`src/rtl/bounce_gen_pkg.sv`:
```
// Shared definitions for the bounce generator: FSM encoding and LFSR constants.
// The LFSR step/seed helpers live here so the generator and its PRNG agree on them.
package bounce_gen_pkg;

    typedef enum logic [1:0] {
        IDLE   = 2'd0,
        GAP    = 2'd1,
        SETTLE = 2'd2,
        DONE   = 2'd3
    } state_t;

    localparam logic [15:0] LFSR_RESET = 16'hACE1;
    localparam logic [15:0] LFSR_POLY  = 16'hB400;

    // Right-shifting Galois form of x^16+x^14+x^13+x^11+1.
    function automatic logic [15:0] lfsr_next(input logic [15:0] cur);
        logic [15:0] nxt;
        nxt = cur >> 1;
        if (cur[0]) begin
            nxt = nxt ^ LFSR_POLY;
        end
        return nxt;
    endfunction

    // An all-zero seed would lock the LFSR, so it falls back to the reset value.
    function automatic logic [15:0] lfsr_seed(input logic [15:0] s);
        return (s == 16'd0) ? LFSR_RESET : s;
    endfunction

endpackage

```
`src/rtl/bounce_gen_lfsr16.sv`:
```
// 16-bit free-running Galois LFSR with a synchronous seed load.
module lfsr16
    import bounce_gen_pkg::*;
(
    input  logic        clk,
    input  logic        rst_n,
    input  logic        load,
    input  logic [15:0] seed,
    output logic [15:0] q
);

    always_ff @(posedge clk or negedge rst_n) begin
        if (!rst_n) begin
            q <= LFSR_RESET;
        end else if (load) begin
            q <= lfsr_seed(seed);
        end else begin
            q <= lfsr_next(q);
        end
    end

endmodule

```
`src/rtl/bounce_gen.sv`:
```
// Mechanical push-button emulator: each request toggles sig to the target level
// through a random odd number of edges with random spacing, then holds it to settle.
module bounce_gen
    import bounce_gen_pkg::*;
#(
    parameter logic        INIT_LEVEL    = 1'b0,
    parameter int unsigned MIN_GAP       = 50_000,
    parameter logic [17:0] GAP_MASK      = 18'h3FFFF,
    parameter logic [3:0]  BOUNCE_MASK   = 4'hF,
    parameter int unsigned SETTLE_CYCLES = 5_000_000
) (
    input  logic        clk,
    input  logic        rst_n,
    input  logic        start,
    input  logic        target,
    input  logic        seed_load,
    input  logic [15:0] seed,
    output logic        sig,
    output logic        ready,
    output logic        busy,
    output logic        done
);

    localparam int unsigned GAP_MAX  = MIN_GAP + 32'(GAP_MASK);
    localparam int          GAP_W    = (GAP_MAX < 1) ? 1 : $clog2(GAP_MAX + 1);
    localparam int          SETTLE_W = (SETTLE_CYCLES < 2) ? 1 : $clog2(SETTLE_CYCLES + 1);
    localparam int          REM_W    = 5;

    localparam logic [SETTLE_W-1:0] SETTLE_LOAD = SETTLE_W'(SETTLE_CYCLES - 1);
    localparam logic [GAP_W-1:0]    GAP_ONE     = GAP_W'(1);
    localparam logic [SETTLE_W-1:0] SETTLE_ONE  = SETTLE_W'(1);
    localparam logic [REM_W-1:0]    REM_ONE     = REM_W'(1);

    state_t              state, state_nxt;
    logic                sig_nxt;
    logic [GAP_W-1:0]    gap_cnt, gap_nxt;
    logic [SETTLE_W-1:0] settle_cnt, settle_nxt;
    logic [REM_W-1:0]    remaining, rem_nxt;
    logic [15:0]         lfsr_q;
    logic                lfsr_load;
    logic [3:0]          n_pairs;

    // Gap length is computed at full width, so MIN_GAP + mask never wraps.
    function automatic logic [GAP_W-1:0] gap_from(input logic [15:0] r);
        logic [31:0] sum;
        sum = MIN_GAP + ({20'd0, r[15:4]} & 32'(GAP_MASK));
        return GAP_W'(sum);
    endfunction

    lfsr16 u_lfsr (
        .clk   (clk),
        .rst_n (rst_n),
        .load  (lfsr_load),
        .seed  (seed),
        .q     (lfsr_q)
    );

    assign n_pairs = lfsr_q[3:0] & BOUNCE_MASK;

    always_ff @(posedge clk or negedge rst_n) begin
        if (!rst_n) begin
            state      <= IDLE;
            sig        <= INIT_LEVEL;
            gap_cnt    <= '0;
            settle_cnt <= '0;
            remaining  <= '0;
        end else begin
            state      <= state_nxt;
            sig        <= sig_nxt;
            gap_cnt    <= gap_nxt;
            settle_cnt <= settle_nxt;
            remaining  <= rem_nxt;
        end
    end

    always_comb begin
        state_nxt  = state;
        sig_nxt    = sig;
        gap_nxt    = gap_cnt;
        settle_nxt = settle_cnt;
        rem_nxt    = remaining;
        lfsr_load  = 1'b0;
        ready      = 1'b0;
        busy       = 1'b0;
        done       = 1'b0;

        case (state)
            IDLE: begin
                ready     = 1'b1;
                lfsr_load = seed_load;
                if (start) begin
                    if (target == sig) begin
                        state_nxt = DONE;
                    end else begin
                        // First edge lands on the request edge itself.
                        sig_nxt = ~sig;
                        rem_nxt = {n_pairs, 1'b0};
                        gap_nxt = gap_from(lfsr_q);
                        if (n_pairs != 4'd0) begin
                            state_nxt = GAP;
                        end else begin
                            state_nxt  = SETTLE;
                            settle_nxt = SETTLE_LOAD;
                        end
                    end
                end
            end

            GAP: begin
                busy = 1'b1;
                if (gap_cnt == '0) begin
                    sig_nxt = ~sig;
                    rem_nxt = remaining - REM_ONE;
                    gap_nxt = gap_from(lfsr_q);
                    if (remaining == REM_ONE) begin
                        state_nxt  = SETTLE;
                        settle_nxt = SETTLE_LOAD;
                    end
                end else begin
                    gap_nxt = gap_cnt - GAP_ONE;
                end
            end

            SETTLE: begin
                busy = 1'b1;
                if (settle_cnt == '0) begin
                    state_nxt = DONE;
                end else begin
                    settle_nxt = settle_cnt - SETTLE_ONE;
                end
            end

            DONE: begin
                done      = 1'b1;
                state_nxt = IDLE;
            end

            default: begin
                state_nxt = IDLE;
            end
        endcase
    end

endmodule

```
`config.mk`:
```
export PLATFORM = sky130hd
export DESIGN_NAME = bounce_gen
export DESIGN_NICKNAME = d
export VERILOG_FILES = /design/src/rtl/bounce_gen_pkg.sv /design/src/rtl/bounce_gen_lfsr16.sv /design/src/rtl/bounce_gen.sv
export SDC_FILE = /design/constraint.sdc
export NUM_CORES = 1
export LEC_CHECK = 0
export BUFFER_PORTS_ARGS = -buffer_cell sky130_fd_sc_hd__buf_4
export CORE_MARGIN = 2
export CORE_UTILIZATION = 38
export DETAILED_ROUTE_END_ITERATION = 12
export GPL_TIMING_DRIVEN = 0
export PLACE_DENSITY_LB_ADDON = 0.1
export SLEW_MARGIN = 20
export SYNTH_ARGS = -nofsm -noshare
export SYNTH_HDL_FRONTEND = slang
export SYNTH_SLANG_ARGS = --single-unit
```
`constraint.sdc`:
```
create_clock -name clk -period 4.15 [get_ports clk]
set_input_delay 0.415 -clock clk [delete_from_list [all_inputs] [get_ports clk]]
set_output_delay 0.415 -clock clk [all_outputs]
set_load 0.1 [all_outputs]
```
# Word-level counts from Yosys, hierarchy flattened
# Cells that the tools add are included.
dict set report word_totals {
  inputBits 21
  out_inout_bits 4
  regBits 66
  elab_cells 69
}
dict set report classes {
  bitwise_logic 2
  eq_ne 12
  n_addsub 4
  mux 33
  n_reduce_logical 12
}
# cell count
set op_table {}
lappend op_table {{$mux 23} 6}
lappend op_table {{$pmux 23 s3} 1}
lappend op_table {{$mux 19} 3}
lappend op_table {{$mux 16} 3}
lappend op_table {{$pmux 19 s2} 1}
lappend op_table {{$logic_not 23->1} 1}
lappend op_table {{$sub 23x1->23 const B} 1}
lappend op_table {{$logic_not 19->1} 1}
lappend op_table {{$sub 19x1->19 const B} 1}
lappend op_table {{$add 16x12->17 const A} 1}
lappend op_table {{$logic_not 16->1} 1}
lappend op_table {{$mux 5} 3}
lappend op_table {{$ne 2x2->1 const B} 7}
lappend op_table {{$mux 2} 6}
lappend op_table {{$pmux 5 s2} 1}
lappend op_table {{$pmux 2 s4} 1}
lappend op_table {{$reduce_and 4->1} 2}
lappend op_table {{$mux 1} 7}
lappend op_table {{$reduce_and 7->1} 1}
lappend op_table {{$eq 5x1->1 const B} 1}
lappend op_table {{$sub 5x1->5 const B} 1}
lappend op_table {{$eq 2x2->1 const B} 2}
lappend op_table {{$not 3->4} 1}
lappend op_table {{$reduce_bool 4->1} 1}
lappend op_table {{other kinds (9)} 9}

# Longest topological paths before layout
dict set report logic_depth {
  ltp_word 5
  depth_mapped 10
  depth_no_buf 8
}

# Modules after synthesis
# Synthesis repeated with hierarchy kept, for this count alone.
dict set report hier_totals {
  cells_unflattened 418
  hier_area_um2 3997.6
}
# module cells_each instances area_each_um2 seq_area_each_um2
set by_module_without_submodules {}
lappend by_module_without_submodules {bounce_gen 375 1 3326.9 1251.2}
lappend by_module_without_submodules {lfsr16 43 1 670.6 410.4}

# Worst setup path before layout
# OpenSTA, ideal clock, no wires.
dict set report synth_path {
  path_type {register to register}
  startpoint {register state[0]}
  endpoint {register settle_cnt[22]}
  arrival_time_ns 2.724
  path_buffers 1
  path_stages_with_launch 10
  setup_ns 0.118
  setup_slack_ns 1.308
  period_less_slack_ns 2.842
  t_required_ns 4.032
  path_cell_list {dfrtp_1 > inv_1 > ha_1 > clkbuf_1 > nor2b_1 > nor4bb_1 > a31o_2 > nand2_1 > or4_1 > a21o_1}
}
dict set report synth_via {
  elab_chain_cells 3
  word_cells_on_any_way 12
  cone_classes {eq/ne (8); mux (1); reduce/logical (3)}
}
# element line_no
set synth_lines {}
lappend synth_lines {{start: declaration} bounce_gen.sv:34} ;# state_t state, state_nxt;
lappend synth_lines {{start signal: assignment} bounce_gen.sv:68} ;# state <= state_nxt;
lappend synth_lines {{$eq 2x2->1, or another cell as far along} bounce_gen.sv:87} ;# case (state)
lappend synth_lines {{$ne 2x2->1 (no line) or $reduce_bool 3->1 (tied branches)} n/a}
lappend synth_lines {{$reduce_and 7->1 (no line)} n/a}
lappend synth_lines {{end signal: assignment} bounce_gen.sv:71} ;# settle_cnt <= settle_nxt;
lappend synth_lines {{end: declaration} bounce_gen.sv:37} ;# logic [SETTLE_W-1:0] settle_cnt, settle_nxt;
# Several ways; a longest one is shown, not always the timed one.
# A chain may end at the register's enable or synchronous reset.

# Final worst setup path
dict set report layout_path {
  startpoint {register state[0]}
  endpoint {register state[1]}
}
dict set report layout_via {
  elab_chain_cells 3
  word_cells_on_any_way 10
  cone_classes {eq/ne (7); mux (1); reduce/logical (2)}
}
# element line_no
set layout_lines {}
lappend layout_lines {{$eq 2x2->1, or another cell as far along} bounce_gen.sv:87}
lappend layout_lines {{$ne 2x2->1 (no line)} n/a}
lappend layout_lines {{$reduce_and 4->1 (no line)} n/a}
# Several ways; a longest one is shown, not always the timed one.

==> out/qor.csv <==
stage;metric;value;unit
floorplanning;initial_core_util;38.89;%
sta;fin_crit_sh;66.31;%
logic_synthesis;synth_seq_cells;66;
critical_path;timing.rr.end;state[1];
clock_tree;hold_buffers;0;
power;pwr-share-comb;48.9;%
route;routed_wl;9264;um
critical_path;worstPathCellList;inv_1 > ha_1 > clkbuf_1 > nor2b_1 > nor4bb_1 > a31o_2 > clkbuf_1 > o21ai_0 > nand2_1 > o21ai_0;
clock_tree;cts.path.max_buffers;2;
clock_tree;cts_tree;built;
sta;tightest_slew;0.8526;ns
place;gp_congestion;0.8542;
clock_tree;htree_levels;3;
power;clkPwrFrac;18.3;%
clock_tree;ctsRootBufferMaster;clkbuf_8;
critical_path;r2r_cells;10;
clock_tree;clock_sinks;66;
sta;rsz0062_at_grt;false;
logic_synthesis;synth.area.top_cells;dfrtp_1 39%, nand2_1 6.1%, dfstp_2 5.6%, o21ai_0 4.4%, nor2_1 4.1%;
floorplanning;die_h;103.6;um
sta;setup_viol_count_final;0;
power;power.density;771.2;nW/um^2
logic_synthesis;synthFlopType;dfrtp_1;
sta;fmax;363.4;MHz
route;drt_iter0_markers;195;
job;drv_cap;0;
critical_path;path_delay_family;buffers and inverters;
sta;report.final.hold_viol_count;0;
clock_tree;cts_buffers;9;
global_route;antenna_found_initial;0;
logic_synthesis;synth-seq-area-share;44.12;%
critical_path;cpPeakStageDelay;0.43;ns
logic_synthesis;avgSynthCellArea;8.924;sq um
critical_path;rr_startpoint;state[0];
clock_tree;clkTransAtPathRegs;0.08;ns
power;p_leak;1.691;nW
floorplanning;ioPinCount;25;
sta;fin_setup_tns;0;ns
final_layout;final_nets;490;
critical_path;path_class;flop to flop;
logic_synthesis;synth.top_cell.area_share;38.54;%
clock_tree;cts-resized-gates;0;
logic_synthesis;synth_edf_count;0;
clock_tree;clk_latency;0.35;ns
power;seq_power_share;32.8;%
critical_path;cp-end-kind;flop;
sta;drv_slew;0;
power;power.switching;0.001547;W
logic_synthesis;synth.distinct_cells;56;
floorplanning;num_rows;36;
power;power.internal;0.001794;W
sta;skew;0.01160;ns
critical_path;crit_fanout;10;
floorplanning;die-area;10720;sq um
logic_synthesis;synth_nets;455;
global_route;overflow;0;
logic_synthesis;synth_commonest_cells;61 x nand2_1, 58 x dfrtp_1, 41 x nor2_1;
critical_path;crit_arrival;2.96;ns
final_layout;drive_above_1_share;12.34;%
global_route;globalRouteTotalUtil;17.96;%
route;ant_nets;0;
final_layout;diodes;0;
route;first_pass_iters;5;
final_layout;final_util;44.73;%
critical_path;rrSetupSlack;1.40;ns
logic_synthesis;yosysWarnings;0;
logic_synthesis;synth_area;3766;sq um
critical_path;critPathBufInv;3;
final_layout;synthToLayoutAreaGrowth;15.02;%
critical_path;start_kind;flop;
global_route;grt_pass1_wl;15750;um
critical_path;critPathRequiredTime;4.36;ns
sta;fin_crit;2.752;ns
global_route;grt_max_degree;67;
floorplanning;dieWidth;103.6;um
global_route;grt_pass1_vias;3098;
place;place_hpwl;6678;um
hold_path;hp-class;primary input to asynchronous set/reset pin;
clock_tree;cts_setup_buffers;0;
logic_synthesis;syn_inst;422;
power;sw_frac_of_total;46.31;%
route;viasPerCell;5.511;
route;wl_per_cell;15.57;um
logic_synthesis;synth.most_common_cell;nand2_1;
route;drc;0;
status;status;finished clean;
logic_synthesis;synth_top_area_cell;dfrtp_1;
place;port_buffers;24;
floorplanning;core-area;9684;sq um
route;vias;3279;
power;ir_drop;0.0006720;V
critical_path;cpMaxStageDelayCell;clkbuf_1;
logic_synthesis;postSynth.asyncResetShare;100.0;%
sta;slew-limit-headroom;42.63;%
-- state kept, by name (all words and copies together) (netlist names) --
| name | cells |
|---|---|
| remaining | 5 |
| sig | 1 |
| state | 2 |
| settle_cnt | 23 |
| u_lfsr.q | 16 |
| gap_cnt | 19 |
-- worst max path at each step --
stage	cells past startpoint	to	start	slack [ns]
floorplan	9	settle_cnt[22]	state[0]	1.31
global placement	10	state[1]	state[0]	1.41
detailed placement	9	settle_cnt[16]	state[0]	1.42
CTS	9	settle_cnt[16]	state[0]	1.41
global route	10	state[1]	state[0]	1.08
finish	10	state[1]	state[0]	1.40
-- stage by stage --
stage	worst slack [ns]	cells	hold WS [ns]	power, W	area [sq um]
2_1_floorplan	1.308	422	0.1194	0.002289	3766
3_3_place_gp	1.408	579	0.4992	0.002719	4113
3_5_place_dp	1.422	579	0.5043	0.002734	4113
4_1_cts	1.411	595	0.2123	0.003356	4332
5_1_grt	1.077	595	0.2459	0.003597	4332
6_report	1.398	595	0.1762	0.003341	4332
-- placed cells by master, fill, tap and decap left out, types with 10 or more instances in the layout --
cell type,Yosys,routed
nand2_1,61,61
dfrtp_1,58,58
nor2_1,41,41
o21ai_0,33,33
buf_4,0,24
a21oi_1,22,22
nor3_1,19,19
nand3_1,18,18
xor2_1,15,15
clkbuf_1,12,13
ha_1,12,12
inv_1,11,11
clkbuf_8,0,10
-- power by group through the flow --
stage	Clock, W	Combinational, W	Sequential, W
floorplan	0	0.00122	0.00107
global placement	0	0.00162	0.00110
detailed placement	0	0.00163	0.00110
CTS	0.000623	0.00164	0.00109
global route	0.000656	0.00181	0.00113
finish	0.000610	0.00163	0.00110
-- metal layers --
metal  up-vias  wire, um  track usage [%]
met3        11       380            2.140
met5         -         0                0
met2        75      3890            24.69
met1      1583      4873            28.62
met4         0       119            6.564
li1       1610         -                -
-- logic make-up after synthesis --
logic type / synth area share (%)
buffers and inverters: 2.591
AOI/OAI and AO/OA: 17.97
adders and majority gates: 3.987
xor gates and xnor gates: 5.349
and+or+nand+nor: 25.15
DFF: 44.12
muxes: 0.8306
-- cell type report --
class	count	area, sq um
Tap cell	133	166.4
Sequential cell	66	1662
Multi-Input combinational cell	332	2007
Timing Repair Buffer	24	180.2
Fill cell	970	5353
Clock buffer	11	141.4
Inverter	11	41.29
Clock inverter	5	77.57
Buffer	13	56.30
No activity file was read; power rests on OpenSTA's default activity.
